==> src/rtl/top_memory.sv <==
// Memory stage of the pipelined RISC-V core.
// Holds the EX/MEM register and runs byte/halfword/word loads and stores over a
// req/ack data-memory port. Upstream stages stall while an access is outstanding.
// The aligned, extended result is handed to writeback through the MEM/WB register.
module top_memory #(
    parameter int DATA_WIDTH     = 32,
    parameter int REG_ADDR_WIDTH = 5
) (
    input  logic                      clk,
    input  logic                      rst_n,
    // execute-stage slot
    input  logic                      valid_E,
    input  logic [DATA_WIDTH-1:0]     ALUout_E,
    input  logic [DATA_WIDTH-1:0]     writeData_E,
    input  logic                      memRead_E,
    input  logic                      memWrite_E,
    input  logic [2:0]                funct3_E,
    input  logic                      regWrite_E,
    input  logic [REG_ADDR_WIDTH-1:0] rd_E,
    input  logic                      flush_M,
    // hazard unit
    output logic                      stall_M,
    // data-memory port
    output logic                      mem_req,
    output logic                      mem_we,
    output logic [DATA_WIDTH-1:0]     mem_addr,
    output logic [DATA_WIDTH-1:0]     mem_wdata,
    output logic [3:0]                mem_wstrb,
    input  logic [DATA_WIDTH-1:0]     mem_rdata,
    input  logic                      mem_ack,
    // writeback slot
    output logic                      valid_W,
    output logic                      regWrite_W,
    output logic [REG_ADDR_WIDTH-1:0] rd_W,
    output logic [DATA_WIDTH-1:0]     result_W,
    output logic                      misalign_W
);

    typedef enum logic {
        S_IDLE = 1'b0,
        S_BUSY = 1'b1
    } state_t;

    // EX/MEM register
    logic                      r_m_valid;
    logic [DATA_WIDTH-1:0]     r_m_addr;
    logic [DATA_WIDTH-1:0]     r_m_wdata;
    logic [REG_ADDR_WIDTH-1:0] r_m_rd;
    logic                      r_m_read;
    logic                      r_m_write;
    logic                      r_m_regwrite;
    logic [2:0]                r_m_funct3;

    state_t                    r_state;

    logic                      w_mop;
    logic                      w_misalign;
    logic                      w_access;
    logic                      w_mem_req;
    logic [3:0]                w_wstrb;
    logic [DATA_WIDTH-1:0]     w_wdata;
    logic [7:0]                w_byte;
    logic [15:0]               w_half;
    logic [DATA_WIDTH-1:0]     w_load_data;

    assign w_mop = r_m_valid & (r_m_read | r_m_write);

    // Alignment check: halfwords need addr[0]=0, words need addr[1:0]=00.
    always_comb begin
        // NOTE: default first so every path assigns the signal and no latch is inferred.
        w_misalign = 1'b0;
        if (w_mop) begin
            case (r_m_funct3[1:0])
                2'b01:   w_misalign = r_m_addr[0];
                2'b10:   w_misalign = (r_m_addr[1:0] != 2'b00);
                default: w_misalign = 1'b0;
            endcase
        end
    end

    // A request is presented for every aligned memory op; BUSY keeps it up until ack.
    assign w_access  = w_mop & ~w_misalign;
    assign w_mem_req = w_access | (r_state == S_BUSY);
    assign stall_M   = w_mem_req & ~mem_ack;

    // Store lane replication and byte enables from size and low address bits.
    always_comb begin
        w_wdata = r_m_wdata;
        w_wstrb = 4'b1111;
        case (r_m_funct3[1:0])
            2'b00: begin
                w_wdata = {4{r_m_wdata[7:0]}};
                w_wstrb = 4'b0001 << r_m_addr[1:0];
            end
            2'b01: begin
                w_wdata = {2{r_m_wdata[15:0]}};
                w_wstrb = 4'b0011 << r_m_addr[1:0];
            end
            default: begin
                w_wdata = r_m_wdata;
                w_wstrb = 4'b1111;
            end
        endcase
    end

    assign mem_req   = w_mem_req;
    assign mem_we    = w_mem_req & r_m_write;
    assign mem_addr  = {r_m_addr[DATA_WIDTH-1:2], 2'b00};
    assign mem_wdata = w_wdata;
    assign mem_wstrb = (w_mem_req & r_m_write) ? w_wstrb : 4'b0000;

    // Load lane selection and sign/zero extension of the ack-cycle read data.
    always_comb begin
        case (r_m_addr[1:0])
            2'b00:   w_byte = mem_rdata[7:0];
            2'b01:   w_byte = mem_rdata[15:8];
            2'b10:   w_byte = mem_rdata[23:16];
            default: w_byte = mem_rdata[31:24];
        endcase
        w_half = r_m_addr[1] ? mem_rdata[31:16] : mem_rdata[15:0];
        case (r_m_funct3)
            3'b000:  w_load_data = {{24{w_byte[7]}}, w_byte};
            3'b001:  w_load_data = {{16{w_half[15]}}, w_half};
            3'b100:  w_load_data = {24'h000000, w_byte};
            3'b101:  w_load_data = {16'h0000, w_half};
            default: w_load_data = mem_rdata;
        endcase
    end

    // EX/MEM register: holds while stalled, captures a bubble on flush.
    always_ff @(posedge clk) begin
        // NOTE: sequential state uses non-blocking assignments so all registers update together.
        if (!rst_n) begin
            r_m_valid    <= 1'b0;
            r_m_addr     <= '0;
            r_m_wdata    <= '0;
            r_m_rd       <= '0;
            r_m_read     <= 1'b0;
            r_m_write    <= 1'b0;
            r_m_regwrite <= 1'b0;
            r_m_funct3   <= 3'b000;
        end else if (!stall_M) begin
            r_m_valid    <= valid_E & ~flush_M;
            r_m_addr     <= ALUout_E;
            r_m_wdata    <= writeData_E;
            r_m_rd       <= rd_E;
            r_m_read     <= memRead_E;
            r_m_write    <= memWrite_E;
            r_m_regwrite <= regWrite_E;
            r_m_funct3   <= funct3_E;
        end
    end

    // Access FSM and MEM/WB register; W loads whenever the stage is not stalled.
    always_ff @(posedge clk) begin
        if (!rst_n) begin
            r_state    <= S_IDLE;
            valid_W    <= 1'b0;
            regWrite_W <= 1'b0;
            rd_W       <= '0;
            result_W   <= '0;
            misalign_W <= 1'b0;
        end else begin
            case (r_state)
                S_IDLE:  if (w_access && !mem_ack) r_state <= S_BUSY;
                S_BUSY:  if (mem_ack) r_state <= S_IDLE;
                default: r_state <= S_IDLE;
            endcase

            if (stall_M) begin
                // The stalled instruction is not done yet: W carries a bubble meanwhile.
                valid_W    <= 1'b0;
                regWrite_W <= 1'b0;
                misalign_W <= 1'b0;
            end else begin
                valid_W    <= r_m_valid;
                regWrite_W <= r_m_valid & r_m_regwrite & ~r_m_write & ~w_misalign;
                rd_W       <= r_m_rd;
                misalign_W <= w_misalign;
                if (w_misalign)
                    result_W <= '0;
                else if (w_mop && r_m_read)
                    result_W <= w_load_data;
                else
                    result_W <= r_m_addr;
            end
        end
    end

endmodule

==> config.mk <==
export PLATFORM = sky130hd
export DESIGN_NAME = top_memory
export DESIGN_NICKNAME = d
export VERILOG_FILES = /design/src/rtl/top_memory.sv
export SDC_FILE = /design/constraint.sdc
export NUM_CORES = 1
export LEC_CHECK = 0
export BUFFER_PORTS_ARGS = -buffer_cell sky130_fd_sc_hd__buf_2
export CAP_MARGIN = 25
export CORE_UTILIZATION = 48
export DETAILED_ROUTE_END_ITERATION = 10
export PLACE_DENSITY = 0.9
export SLEW_MARGIN = 0
export SYNTH_ARGS = -nofsm -noshare
export SYNTH_HDL_FRONTEND = slang
export SYNTH_SLANG_ARGS = --single-unit
==> constraint.sdc <==
create_clock -name clk -period 2.3 [get_ports clk]
set_input_delay 0.23 -clock clk [delete_from_list [all_inputs] [get_ports clk]]
set_output_delay 0.23 -clock clk [all_outputs]
set_load 0.05 [all_outputs]
==> results_tabular.tex <==
\begin{tabular}{lr}
\hline
Metric & Value \\
\hline
\multicolumn{2}{l}{\textbf{Global routing}} \\
Overall Global Routing Usage & 32.6\% \\
First-pass GRT wire length & 28.2 mm \\
Vias in the first global route & 5499 \\
Overflow left after global routing & 0 \\
Antenna violations before repair & 1 \\
Largest net degree at the start of global routing & 60 \\
\multicolumn{2}{l}{\textbf{Floorplan}} \\
Count of boundary I/O pins & 223 \\
Die Wd & 106 um \\
Die outline area & 0.0112 mm\^{}2 \\
Vertical die dimension & 106 um \\
Std-Cell Core Area & 0.0104 mm\^{}2 \\
Effective utilization at floorplan & 49.7\% \\
Count of standard-cell rows & 37 \\
\multicolumn{2}{l}{\textbf{Min path}} \\
Hold WC Path Type & in2reg \\
\multicolumn{2}{l}{\textbf{Place}} \\
Dpl hpwl & 11.3 mm \\
Final RePlAce weighted congestion & 0.917 \\
Cell Count Post-Placement & 833 \\
Place WS & 184 ps \\
Count of input and output buffers & 220 \\
\multicolumn{2}{l}{\textbf{Synth}} \\
Synthesized cell area & 0.00516 mm\^{}2 \\
Count of flip-flops with a built-in enable after synthesis & 0 \\
Number of register bits inferred by synthesis & 117 \\
Main area contributors after synthesis & sky130\_fd\_sc\_hd\_\_dfxtp\_1, sky130\_fd\_sc\_hd\_\_a22o\_1, sky130\_fd\_sc\_hd\_\_buf\_4 \\
Number of standard cells after synthesis & 544 \\
Share of the yosys chip area belonging to registers & 45.4\% \\
Post-Synthesis Mean Instance Area & 9.48 um\^{}2 \\
Warnings from Yosys & 0 \\
Area share of the largest cell type after synthesis & 45.4\% \\
Ys flop type & sky130\_fd\_sc\_hd\_\_dfxtp\_1 \\
Netlist cell types & 51 \\
Cell taking the most area after synthesis & sky130\_fd\_sc\_hd\_\_dfxtp\_1 \\
Proportion of synthesized flip-flops having asynchronous set or reset & 0\% \\
\multicolumn{2}{l}{\textbf{Worst setup path}} \\
Startpoint types & flop \\
Signal arrival time at the worst endpoint & 2090 ps \\
Setup crit end kind & primary output \\
Required time at the worst-slack endpoint & 2070 ps \\
CP dominant cell by count & sky130\_fd\_sc\_hd\_\_buf\_6 \\
Worst path bufs/invs & 3 \\
Cell-by-cell listing of the critical path & buf\_6, ha\_4, o211ai\_2, and3\_4, o21ai\_2, buf\_6, a31oi\_4, buf\_6 \\
Critical path fanouts, max & 5 \\
Max stage delay on crit path & 330 ps \\
Worst setup path class & reg2out \\
Largest delay share family, worst path & buffers and inverters \\
Cell with the largest stage delay on the worst path & sky130\_fd\_sc\_hd\_\_dfxtp\_2 \\
\multicolumn{2}{l}{\textbf{Clocking}} \\
Sinks on Clock Net & 117 \\
H-tree levels & 4 \\
Max Buffers Root-to-Sink & 2 \\
Worst skew pair latency & 520 ps \\
Total clock buffers created by CTS & 17 \\
Register clock-pin slew on the reported worst setup and hold paths & 60 ps \\
Clock tree from TritonCTS & done \\
Clock Root Buffer & sky130\_fd\_sc\_hd\_\_clkbuf\_8 \\
\multicolumn{2}{l}{\textbf{Pwr}} \\
Relative contribution of the clock network to total power & 42.7\% \\
Max rail drop VDD & 0.532 mV \\
Internal power contribution & 0.00433 W \\
Power per unit of standard cell area & 815 mW/mm\^{}2 \\
Leakage Power & 3.64 nW \\
Combinational fraction of design power & 21.4\% \\
Sequential group share of total power & 35.9\% \\
Switching share of power & 31.5\% \\
Net switching power & 0.00199 W \\
\multicolumn{2}{l}{\textbf{Cells and area}} \\
Cell Count, Final, Fillers Out & 949 \\
Net count, final & 914 \\
Area Overhead vs Synth & 50.5\% \\
Share of cells above drive strength 1 & 38.3\% \\
Count of fill cells added during filler insertion & 658 \\
Core occupancy in the finished layout & 74.8\% \\
Multi-input logic area & 0.00239 mm\^{}2 \\
Sequential cell area & 0.00235 mm\^{}2 \\
\multicolumn{2}{l}{\textbf{STA}} \\
Share of the cycle needed by the critical path after routing & 101\% \\
Measured slew at the worst slew-check pin & 700 ps \\
Number of hold violations in the final report & 0 \\
Worst-case setup margin in the final layout & -19.1 ps \\
Relative slew slack & 53.2\% \\
RSZ-0062 raised after global routing & true \\
Final setup violating endpoints & 2 \\
Worst Skew & 6.54 ps \\
Max Clock Freq & 0.431 GHz \\
Fin crit period & 2320 ps \\
Final-report max-slew violation count & 0 \\
\multicolumn{2}{l}{\textbf{Detailed routing}} \\
Vias post-DR & 5569 \\
Pre-antenna DRT Iters & 5 \\
Count of routing violations after the opening detailed-route iteration & 477 \\
Total wire length & 18.7 mm \\
DRC errors left & 0 \\
ANT nets after route & 0 \\
Mean routed wirelength per cell & 19.7 um \\
Vias per cell & 5.87 \\
\multicolumn{2}{l}{\textbf{Outcome}} \\
Violated checks & negative setup slack \\
Status & finished, violations left \\
\multicolumn{2}{l}{\textbf{Job}} \\
Max-cap violations & 0 \\
\hline
\end{tabular}
flip-flops by register name (all words and copies together), names as in the netlist, 3 cells and up:
register	flops
r_m_rd	5
r_m_addr	32
r_m_funct3	3
result_W	32
rd_W	5
r_m_wdata	32
worst register-to-register path, stage by stage (launching register included):
cell,delay [ps]
sky130_fd_sc_hd__dfxtp_2,330
sky130_fd_sc_hd__buf_6,120
sky130_fd_sc_hd__ha_4,170
sky130_fd_sc_hd__o211ai_2,200
sky130_fd_sc_hd__buf_4,180
sky130_fd_sc_hd__a31oi_4,100
sky130_fd_sc_hd__buf_4,160
sky130_fd_sc_hd__nor3_4,240
sky130_fd_sc_hd__buf_12,310
sky130_fd_sc_hd__nand2_1,150
sky130_fd_sc_hd__o21ai_1,100
through the flow:
step           instance area, um^2  power [W]  setup TNS, ps  hold WS (ps)
6_report                      7760    0.00632          -25.7          14.3
4_1_cts                       7620    0.00626              0         0.275
5_1_grt                       7760    0.00651           -405          28.5
3_5_place_dp                  6100    0.00344              0           439
3_3_place_gp                  6100    0.00342              0           430
2_1_floorplan                 5170    0.00315              0           355
cells by family (layout without fill, tap and decap cells):
family          Yosys count  in the layout  synth area share [%]
flops                   117            117                  45.4
simple gates            106            107                  9.27
mux                      10             10                  2.35
buf+inv                  94            360                  11.0
fa+ha+maj                 3              3                 0.728
other cells               1              3                0.0727
compound gates          213            213                  31.1
Yosys cell counts (2+ instances only):
master / n
sky130_fd_sc_hd__dfxtp_1: 117
sky130_fd_sc_hd__a22o_1: 90
sky130_fd_sc_hd__nand2_1: 71
sky130_fd_sc_hd__buf_4: 47
sky130_fd_sc_hd__o21ai_0: 37
sky130_fd_sc_hd__a21oi_1: 20
sky130_fd_sc_hd__clkbuf_1: 19
sky130_fd_sc_hd__buf_2: 16
sky130_fd_sc_hd__o21ai_1: 14
sky130_fd_sc_hd__nand3_1: 12
sky130_fd_sc_hd__a22oi_1: 8
sky130_fd_sc_hd__a221o_1: 7
sky130_fd_sc_hd__inv_1: 7
sky130_fd_sc_hd__mux2_2: 7
sky130_fd_sc_hd__nor2_1: 7
sky130_fd_sc_hd__o22ai_1: 7
sky130_fd_sc_hd__a32o_1: 6
sky130_fd_sc_hd__o221ai_1: 5
sky130_fd_sc_hd__o22a_1: 5
sky130_fd_sc_hd__and2_1: 4
sky130_fd_sc_hd__ha_1: 3
sky130_fd_sc_hd__nand2b_1: 3
sky130_fd_sc_hd__a21boi_0: 2
sky130_fd_sc_hd__buf_1: 2
sky130_fd_sc_hd__mux2i_1: 2
cell usage in the layout (no fill, tap or decap), types with 3 or more instances in the layout:
cell and instances:
sky130_fd_sc_hd__buf_2 191, sky130_fd_sc_hd__a21oi_1 17, sky130_fd_sc_hd__buf_6 13, sky130_fd_sc_hd__nand2_1 70, sky130_fd_sc_hd__o21ai_1 14, sky130_fd_sc_hd__inv_1 5
sky130_fd_sc_hd__clkbuf_16 16, sky130_fd_sc_hd__nand2b_1 3, sky130_fd_sc_hd__dlygate4sd3_1 76, sky130_fd_sc_hd__clkinv_4 4, sky130_fd_sc_hd__dfxtp_1 114, sky130_fd_sc_hd__a221o_1 7
sky130_fd_sc_hd__a22oi_1 8, sky130_fd_sc_hd__nand3_1 12, sky130_fd_sc_hd__a32o_1 6, sky130_fd_sc_hd__bufinv_16 3, sky130_fd_sc_hd__o22a_1 5, sky130_fd_sc_hd__inv_6 3
sky130_fd_sc_hd__buf_4 34, sky130_fd_sc_hd__nor2_1 5, sky130_fd_sc_hd__o21ai_0 36, sky130_fd_sc_hd__mux2_2 7, sky130_fd_sc_hd__ha_4 3, sky130_fd_sc_hd__a22o_1 90
sky130_fd_sc_hd__and2_1 4, sky130_fd_sc_hd__o221ai_1 5, sky130_fd_sc_hd__buf_12 4, sky130_fd_sc_hd__o22ai_1 7
final cells by class:
| type | instances | area share, % |
|---|---|---|
| multi-input combinational | 335 | 30.8 |
| sequential | 117 | 30.3 |
| timing repair buffer | 320 | 28.5 |
| clock buffer | 18 | 5.51 |
| clock inverter | 14 | 2.27 |
| tap | 136 | 2.19 |
| inverter | 8 | 0.419 |
| antenna | 1 | 0.0322 |
timing repair:
item	in CTS	in global routing
setup buffers	3	3
gates cloned	0	1
hold endpoints to repair	76	0
setup endpoints to repair	31	31
pin swaps	4	7
hold buffers	76	0
resized for setup	40	39
metal layers:
metal  GRT usage, %  up-vias  wire length, um  share of wire [%]
met5              0        -                0                  0
met4           16.7        0              733                3.9
met3           9.09       63             1760                9.4
met2           55.1      394             9140                 49
met1           37.6     2625             7050                 38
li1               -     2487                -                  -
power by group through the flow:
stage	clock [W]	sequential, W	combinational, W
floorplan	0	0.00242	0.000727
global placement	0	0.00229	0.00113
detailed placement	0	0.00230	0.00114
CTS	0.00271	0.00226	0.00129
global route	0.00282	0.00228	0.00141
finish	0.00270	0.00227	0.00136
path summary, 6_finish.rpt:
| check | slack [ps] | depth (start not counted) | endpoint | start |
|---|---|---|---|---|
| worst max register to register | 180 | 10 | result_W[26] | r_m_funct3[1] |
| worst min register to register | 450 | 2 | result_W[29] | result_W[29] |
| worst max-delay path | -20 | 8 | mem_wstrb[2] | r_m_funct3[1] |
| worst min-delay path | 10 | 3 | result_W[17] | mem_rdata[17] |
Power figures use the tool's default switching activity.
